<file path="src/rtl/range_stats_finder_pkg.sv">
// Shared types and helpers for the range/statistics finder.
// Holds the FSM state encoding and a sign-aware compare helper.
package range_stats_pkg;

  typedef enum logic [1:0] {
    StIdle  = 2'd0,
    StRun   = 2'd1,
    StError = 2'd2,
    StDone  = 2'd3
  } state_e;

  // Operands are pre-extended to this width so one helper serves any WIDTH up to 64.
  localparam int unsigned MaxWidth = 64;

  function automatic logic less_than(input logic [MaxWidth-1:0] a,
                                     input logic [MaxWidth-1:0] b,
                                     input bit                  is_signed);
    if (is_signed) begin
      return $signed(a) < $signed(b);
    end
    return a < b;
  endfunction

endpackage

</file>
<file path="src/rtl/range_stats_finder_if.sv">
// Sample/control and result bundle for range_stats_finder.
// The master side drives samples and framing; the slave side returns held results.
interface range_stats_finder_if #(
  parameter int unsigned WIDTH     = 8,
  parameter int unsigned CNT_WIDTH = 8
);

  logic [WIDTH-1:0]     data_in;
  logic                 data_valid;
  logic                 go;
  logic                 finish;
  logic [WIDTH-1:0]     range;
  logic [WIDTH-1:0]     min_out;
  logic [WIDTH-1:0]     max_out;
  logic [CNT_WIDTH-1:0] count;
  logic                 done;
  logic                 error;

  modport master (
    output data_in, data_valid, go, finish,
    input  range, min_out, max_out, count, done, error
  );

  modport slave (
    input  data_in, data_valid, go, finish,
    output range, min_out, max_out, count, done, error
  );

endinterface

</file>
<file path="src/rtl/range_stats_finder_datapath.sv">
// Working min/max/count registers with their next-value compare logic.
// load_i starts a fresh sequence from data_i; update_i folds data_i into the running values.
module range_stats_datapath
  import range_stats_pkg::*;
#(
  parameter int unsigned WIDTH     = 8,
  parameter int unsigned CNT_WIDTH = 8,
  parameter bit          SIGNED    = 1'b0
) (
  input  logic                 clk_i,
  input  logic                 rst_i,
  input  logic                 load_i,
  input  logic                 update_i,
  input  logic [WIDTH-1:0]     data_i,
  output logic [WIDTH-1:0]     min_next_o,
  output logic [WIDTH-1:0]     max_next_o,
  output logic [CNT_WIDTH-1:0] cnt_next_o,
  output logic                 cnt_full_o
);

  logic [WIDTH-1:0]     min_q, min_d;
  logic [WIDTH-1:0]     max_q, max_d;
  logic [CNT_WIDTH-1:0] cnt_q, cnt_d;
  logic [MaxWidth-1:0]  data_x, min_x, max_x;
  logic                 is_lower, is_higher;

  if (SIGNED) begin : g_sext
    assign data_x = MaxWidth'($signed(data_i));
    assign min_x  = MaxWidth'($signed(min_q));
    assign max_x  = MaxWidth'($signed(max_q));
  end else begin : g_zext
    assign data_x = MaxWidth'(data_i);
    assign min_x  = MaxWidth'(min_q);
    assign max_x  = MaxWidth'(max_q);
  end

  // Strict compares: equal samples leave min/max untouched.
  assign is_lower  = less_than(data_x, min_x, SIGNED);
  assign is_higher = less_than(max_x, data_x, SIGNED);

  always_comb begin
    min_d = min_q;
    max_d = max_q;
    cnt_d = cnt_q;
    if (load_i) begin
      min_d = data_i;
      max_d = data_i;
      cnt_d = CNT_WIDTH'(1);
    end else if (update_i) begin
      if (is_lower)  min_d = data_i;
      if (is_higher) max_d = data_i;
      cnt_d = cnt_q + CNT_WIDTH'(1);
    end
  end

  always_ff @(posedge clk_i) begin
    if (rst_i) begin
      min_q <= '0;
      max_q <= '0;
      cnt_q <= '0;
    end else begin
      min_q <= min_d;
      max_q <= max_d;
      cnt_q <= cnt_d;
    end
  end

  assign min_next_o = min_d;
  assign max_next_o = max_d;
  assign cnt_next_o = cnt_d;
  assign cnt_full_o = (cnt_q == {CNT_WIDTH{1'b1}});

endmodule

</file>
<file path="src/rtl/range_stats_finder.sv">
// Framed min/max/range/count tracker with go/finish sequencing.
// Results are registered on a clean finish and held until the next one or reset.
module range_stats_finder
  import range_stats_pkg::*;
#(
  parameter int unsigned WIDTH     = 8,
  parameter int unsigned CNT_WIDTH = 8,
  parameter bit          SIGNED    = 1'b0
) (
  input  logic                clock,
  input  logic                reset,
  range_stats_finder_if.slave bus
);

  state_e state_q, state_d;
  logic   load, update, write_res;

  logic [WIDTH-1:0]     min_next, max_next;
  logic [CNT_WIDTH-1:0] cnt_next;
  logic                 cnt_full;

  logic [WIDTH-1:0]     range_q, min_q, max_q;
  logic [CNT_WIDTH-1:0] count_q;

  range_stats_datapath #(
    .WIDTH     (WIDTH),
    .CNT_WIDTH (CNT_WIDTH),
    .SIGNED    (SIGNED)
  ) u_datapath (
    .clk_i      (clock),
    .rst_i      (reset),
    .load_i     (load),
    .update_i   (update),
    .data_i     (bus.data_in),
    .min_next_o (min_next),
    .max_next_o (max_next),
    .cnt_next_o (cnt_next),
    .cnt_full_o (cnt_full)
  );

  always_comb begin
    state_d   = state_q;
    load      = 1'b0;
    update    = 1'b0;
    write_res = 1'b0;
    unique case (state_q)
      StIdle: begin
        if (bus.finish) begin
          state_d = StError;
        end else if (bus.go) begin
          load    = 1'b1;
          state_d = StRun;
        end
      end
      StRun: begin
        if (bus.go) begin
          state_d = StError;
        end else if (bus.data_valid && cnt_full) begin
          // Overflow wins over finish: nothing is written.
          state_d = StError;
        end else begin
          update = bus.data_valid;
          if (bus.finish) begin
            write_res = 1'b1;
            state_d   = StDone;
          end
        end
      end
      StDone: begin
        state_d = StIdle;
      end
      StError: begin
        if (bus.go && !bus.finish) begin
          load    = 1'b1;
          state_d = StRun;
        end
      end
      default: state_d = StIdle;
    endcase
  end

  always_ff @(posedge clock) begin
    if (reset) begin
      state_q <= StIdle;
    end else begin
      state_q <= state_d;
    end
  end

  // Results come from the datapath next-values so the finish sample is included.
  always_ff @(posedge clock) begin
    if (reset) begin
      range_q <= '0;
      min_q   <= '0;
      max_q   <= '0;
      count_q <= '0;
    end else if (write_res) begin
      range_q <= max_next - min_next;
      min_q   <= min_next;
      max_q   <= max_next;
      count_q <= cnt_next;
    end
  end

  assign bus.range   = range_q;
  assign bus.min_out = min_q;
  assign bus.max_out = max_q;
  assign bus.count   = count_q;
  assign bus.done    = (state_q == StDone);
  assign bus.error   = (state_q == StError);

endmodule

</file>
<file path="src/flat_wrapper.sv">
// flat-port wrapper written by rule: the top's interface ports become plain ports
module range_stats_finder_flat import range_stats_pkg::*;
#(
  parameter int unsigned WIDTH     = 8,
  parameter int unsigned CNT_WIDTH = 8,
  parameter bit          SIGNED    = 1'b0
)
  (clock, reset, bus_data_in, bus_data_valid, bus_go, bus_finish, bus_range, bus_min_out, bus_max_out, bus_count, bus_done, bus_error);
  range_stats_finder_if #(.WIDTH(WIDTH), .CNT_WIDTH(CNT_WIDTH)) bus_i ();
  input  logic clock;
  input  logic reset;
  input wire logic [$bits(bus_i.data_in)-1:0] bus_data_in;
  input wire logic [$bits(bus_i.data_valid)-1:0] bus_data_valid;
  input wire logic [$bits(bus_i.go)-1:0] bus_go;
  input wire logic [$bits(bus_i.finish)-1:0] bus_finish;
  output wire logic [$bits(bus_i.range)-1:0] bus_range;
  output wire logic [$bits(bus_i.min_out)-1:0] bus_min_out;
  output wire logic [$bits(bus_i.max_out)-1:0] bus_max_out;
  output wire logic [$bits(bus_i.count)-1:0] bus_count;
  output wire logic [$bits(bus_i.done)-1:0] bus_done;
  output wire logic [$bits(bus_i.error)-1:0] bus_error;
  assign bus_i.data_in = bus_data_in;
  assign bus_i.data_valid = bus_data_valid;
  assign bus_i.go = bus_go;
  assign bus_i.finish = bus_finish;
  assign bus_range = bus_i.range;
  assign bus_min_out = bus_i.min_out;
  assign bus_max_out = bus_i.max_out;
  assign bus_count = bus_i.count;
  assign bus_done = bus_i.done;
  assign bus_error = bus_i.error;
  range_stats_finder #(.WIDTH(WIDTH), .CNT_WIDTH(CNT_WIDTH), .SIGNED(SIGNED)) u_core (.clock(clock), .reset(reset), .bus(bus_i));
endmodule
</file>
<file path="config.mk">
export PLATFORM = sky130hd
export DESIGN_NAME = range_stats_finder_flat
export DESIGN_NICKNAME = d
export VERILOG_FILES = /design/src/rtl/range_stats_finder_pkg.sv /design/src/rtl/range_stats_finder_if.sv /design/src/rtl/range_stats_finder_datapath.sv /design/src/rtl/range_stats_finder.sv /design/src/flat_wrapper.sv
export SDC_FILE = /design/constraint.sdc
export NUM_CORES = 1
export LEC_CHECK = 0
export CAP_MARGIN = 20
export CORE_UTILIZATION = 35
export DETAILED_ROUTE_END_ITERATION = 10
export MAX_ROUTING_LAYER = met4
export REMOVE_ABC_BUFFERS = 1
export SKIP_CTS_REPAIR_TIMING = 1
export SLEW_MARGIN = 20
export SYNTH_ARGS = -nofsm -noshare
export SYNTH_HDL_FRONTEND = slang
export SYNTH_HIERARCHICAL = 1
export SYNTH_SLANG_ARGS = --single-unit
</file>
<file path="constraint.sdc">
create_clock -name clock -period 5.4 [get_ports clock]
set_input_delay 1.62 -clock clock [delete_from_list [all_inputs] [get_ports clock]]
set_output_delay 1.62 -clock clock [all_outputs]
set_load 0.03 [all_outputs]
</file>
==> run_results.csv <==
group,metric,value,unit
run_status,status,"complete, no violations",
synth,yosysTopAreaCell,"dfxtp_1",
pwr,pwr_density_cell,255,nW/um^2
floorplanning,die_x,98.6,microns
worst_setup_path,required,5.68,ns
layout,syn_to_final_growth,24.1,%
worst_setup_path,cp.arrival,5.30,ns
routing,drt-pass1-iter-count,4,
sta,report.final.hold_viol_count,0,
floorplanning,io_pins,47,
min_path,worstHoldPathType,"reg -> reg",
clock_tree,htree_num_levels,3,
sta,worstMarginPinSlew,0.815,ns
global_route,grt_start_max_net_pins,74,
global_route,globalRoute.totalOverflow,0,
global_route,grt_antenna_before_repair,0,
routing,drt_iter0_markers,99,
pwr,combPwrFrac,16.8,%
pwr,ir_drop,0.159,mV
floorplanning,rows,34,
floorplanning,core_area,8890,sq um
routing,viasPerCell,4.94,
worst_setup_path,crit_type,"in -> reg",
routing,drcViolationCount,0,
run,drv_cap,0,
sta,rsz0062_at_grt,"no",
sta,period_share,92.9,%
worst_setup_path,crit_top_cell,"ha_1",
layout,fin_cells,538,
synth,ys_types,51,
clock_tree,cts_root_buf,"clkbuf_8",
synth,yosys_warnings,6,
synth,ys_seq_area_share,35.6,%
pwr,p_sw,282,uW
sta,fin_skew,0.00871,ns
clock_tree,clk_transition_reported_paths,0.07,ns
synth,synthFlopType,"dfxtp_1",
sta,holdWs,0.452,ns
synth,netlist_area,3270,sq um
synth,post_synth_main_area_contributors,"dfxtp_1, ha_1, mux2i_1",
routing,routedWlPerCell,13.7,microns
layout,nets,461,
sta,max_freq,199,MHz
sta,relSlewSlack,45.7,%
synth,avgSynthCellArea,8.66,sq um
synth,synth_top_area_share,35.6,%
layout,drive_gt1_share,9.07,%
global_route,grt_pass1_vias,2564,
synth,ys_async_sr_fraction,0,%
worst_setup_path,slowest_stage,"clkdlybuf4s50_1",
routing,via_count,2656,
layout,antennaDiodeCount,0,
pwr,swShare,27.3,%
floorplanning,dieArea,9720,sq um
sta,maxSlewViolCount,0,
worst_setup_path,path_max_fanout,8,
worst_setup_path,cp-end-kind,"flip-flop",
synth,synthCells,377,
clock_tree,clk_latency,0.34,ns
clock_tree,cts_made_buffers,9,
worst_setup_path,slowest_delay,0.48,ns
worst_setup_path,startpoint_type,"input port",
pwr,leakagePower,0.00155,uW
synth,synth_seq_cells,58,
global_route,grt_pass1_wl,12500,microns
sta,fin_crit,5.02,ns
floorplanning,die_y,98.6,microns
place,dp_cells,522,
clock_tree,cts.sinks,58,
worst_setup_path,worstPathCellList,"clkdlybuf4s50_1, ha_1, a21o_1, a2111oi_2, a2bb2oi_1, buf_4, mux2_1, ha_1, inv_1, fa_1, a211oi_1, o21bai_1, a211o_1, nand4_1",
routing,wl,7380,microns
synth,synth_edf_count,0,
routing,detail-route-antenna-nets,0,
place,hpwl,5160,microns
sta,finalSetupViolations,0,
global_route,grtUsageTotal,16.8,%
clock_tree,cts_tree,"built",
pwr,clkPwrFrac,40.0,%
layout,fin_util,45.6,%
clock_tree,clock_path_buffers,2,
sta,setup_tns,0,ns
pwr,p_int,751,uW
pwr,power_frac_seq,43.2,%
place,port_buffers,46,
place,gp_congestion,0.827,
floorplanning,initial_utilization,36.7,%
-- stage by stage --
stage / power (uW) / setup WS (ns) / instance area [sq um]
after detailed placement: 629 / 0.0888 / 3850
after global routing: 1090 / 0.164 / 4050
after global placement: 629 / 0.145 / 3850
final: 1030 / 0.382 / 4050
after floorplan: 571 / -0.367 / 3180
after CTS: 1050 / 0.414 / 4050
-- area by class of cell --
cell class / instances / area [sq um]
multi-input combinational: 276 / 1930
fill: 867 / 4840
clock buffer: 11 / 151
inverter: 24 / 90.1
sequential: 58 / 1160
clock inverter: 5 / 52.6
tap: 108 / 135
timing repair buffer: 56 / 533
-- worst paths after layout --
| check | end | depth (start not counted) | slack, ns | start |
|---|---|---|---|---|
| setup / recovery | u_core/bus.range[6]$_SDFFE_PP0P_ | 14 | 0.38 | bus_data_in[6] |
| hold / removal | u_core/bus.count[0]$_SDFFE_PP0P_ | 2 | 0.45 | u_core/bus.count[0]$_SDFFE_PP0P_ |
| hold reg to reg | u_core/bus.count[0]$_SDFFE_PP0P_ | 2 | 0.45 | u_core/bus.count[0]$_SDFFE_PP0P_ |
| setup reg to reg | u_core/bus.range[6]$_SDFFE_PP0P_ | 16 | 1.68 | u_core/u_datapath/cnt_q[0]$_SDFF_PP0_ |
-- cells in the mapped netlist, drive strengths merged (6+ instances only) --
cell and n:
a21oi 32, buf 7, clkbuf 12, dfxtp 58, ha 22, inv 24, mux2 9, mux2i 24
nand2 58, nand2b 26, nand3 6, nor2 20, nor3 10, o21ai 6
-- state kept, by name, indices dropped and copies added, names as in the netlist --
name                     cells
u_core/u_datapath/max_q      8
u_core/bus.count             8
u_core/u_datapath/min_q      8
u_core/u_datapath/cnt_q      8
u_core/bus.max_out           8
u_core/bus.min_out           8
u_core/bus.range             8
u_core/state_q               2
-- cells in the final DEF, fill, tap and decap left out, types with 2 or more instances in the layout --
cell,n
nand2_1,58
dfxtp_1,58
clkdlybuf4s50_1,45
a21oi_1,32
nand2b_1,26
mux2i_1,24
inv_1,23
ha_1,22
nor2_1,20
clkbuf_8,11
buf_4,11
nor3_1,10
mux2_1,9
a211oi_1,5
o21ai_0,5
nand4_1,5
nand3b_1,5
nand3_1,5
xnor2_1,5
a21o_1,4
xor2_1,4
clkinv_2,3
o21bai_1,3
o211ai_1,2
and2_0,2
o21ba_2,2
nor2b_1,2
and4_1,2
nor3b_1,2
-- power by group through the flow --
stage | Sequential (uW) | Combinational [uW] | Clock (uW)
6_report | 446 | 174 | 413
5_1_grt | 448 | 196 | 444
4_1_cts | 446 | 176 | 426
3_5_place_dp | 456 | 174 | 0
3_3_place_gp | 456 | 173 | 0
2_1_floorplan | 457 | 113 | 0
-- kinds of logic (layout without fill, tap and decap cells) --
family	after synthesis	count (layout)	synth area share [%]
flops	58	58	35.6
mux	33	33	10.5
fa+ha+maj	23	23	9.04
simple gates	149	149	23.8
compound gates	62	62	13.3
xor+xnor	9	9	2.41
buf+inv	43	96	5.48
-- worst max-delay path, delay by kind of cell --
| kind | cells | cell delay (ns) |
|---|---|---|
| multiplexers | 1 | 0.18 |
| buffers and inverters | 3 | 0.78 |
| AO/OA/AOI/OAI | 6 | 1.69 |
| adder cells (fa/ha/maj) | 3 | 0.94 |
| AND/OR/NAND/NOR | 1 | 0.07 |
-- metal layers --
| layer | vias up | global-route usage (%) | share of wire, % | routed length, microns |
|---|---|---|---|---|
| met4 | 0 | 5.97 | 1.3 | 97 |
| met3 | 9 | 4.18 | 3.9 | 286 |
| li1 | 1386 | - | - | - |
| met5 | - | - | 0 | 0 |
| met1 | 1202 | 20.9 | 49 | 3620 |
| met2 | 59 | 26.5 | 46 | 3380 |
Note: power is estimated with default switching activity, not from simulation.
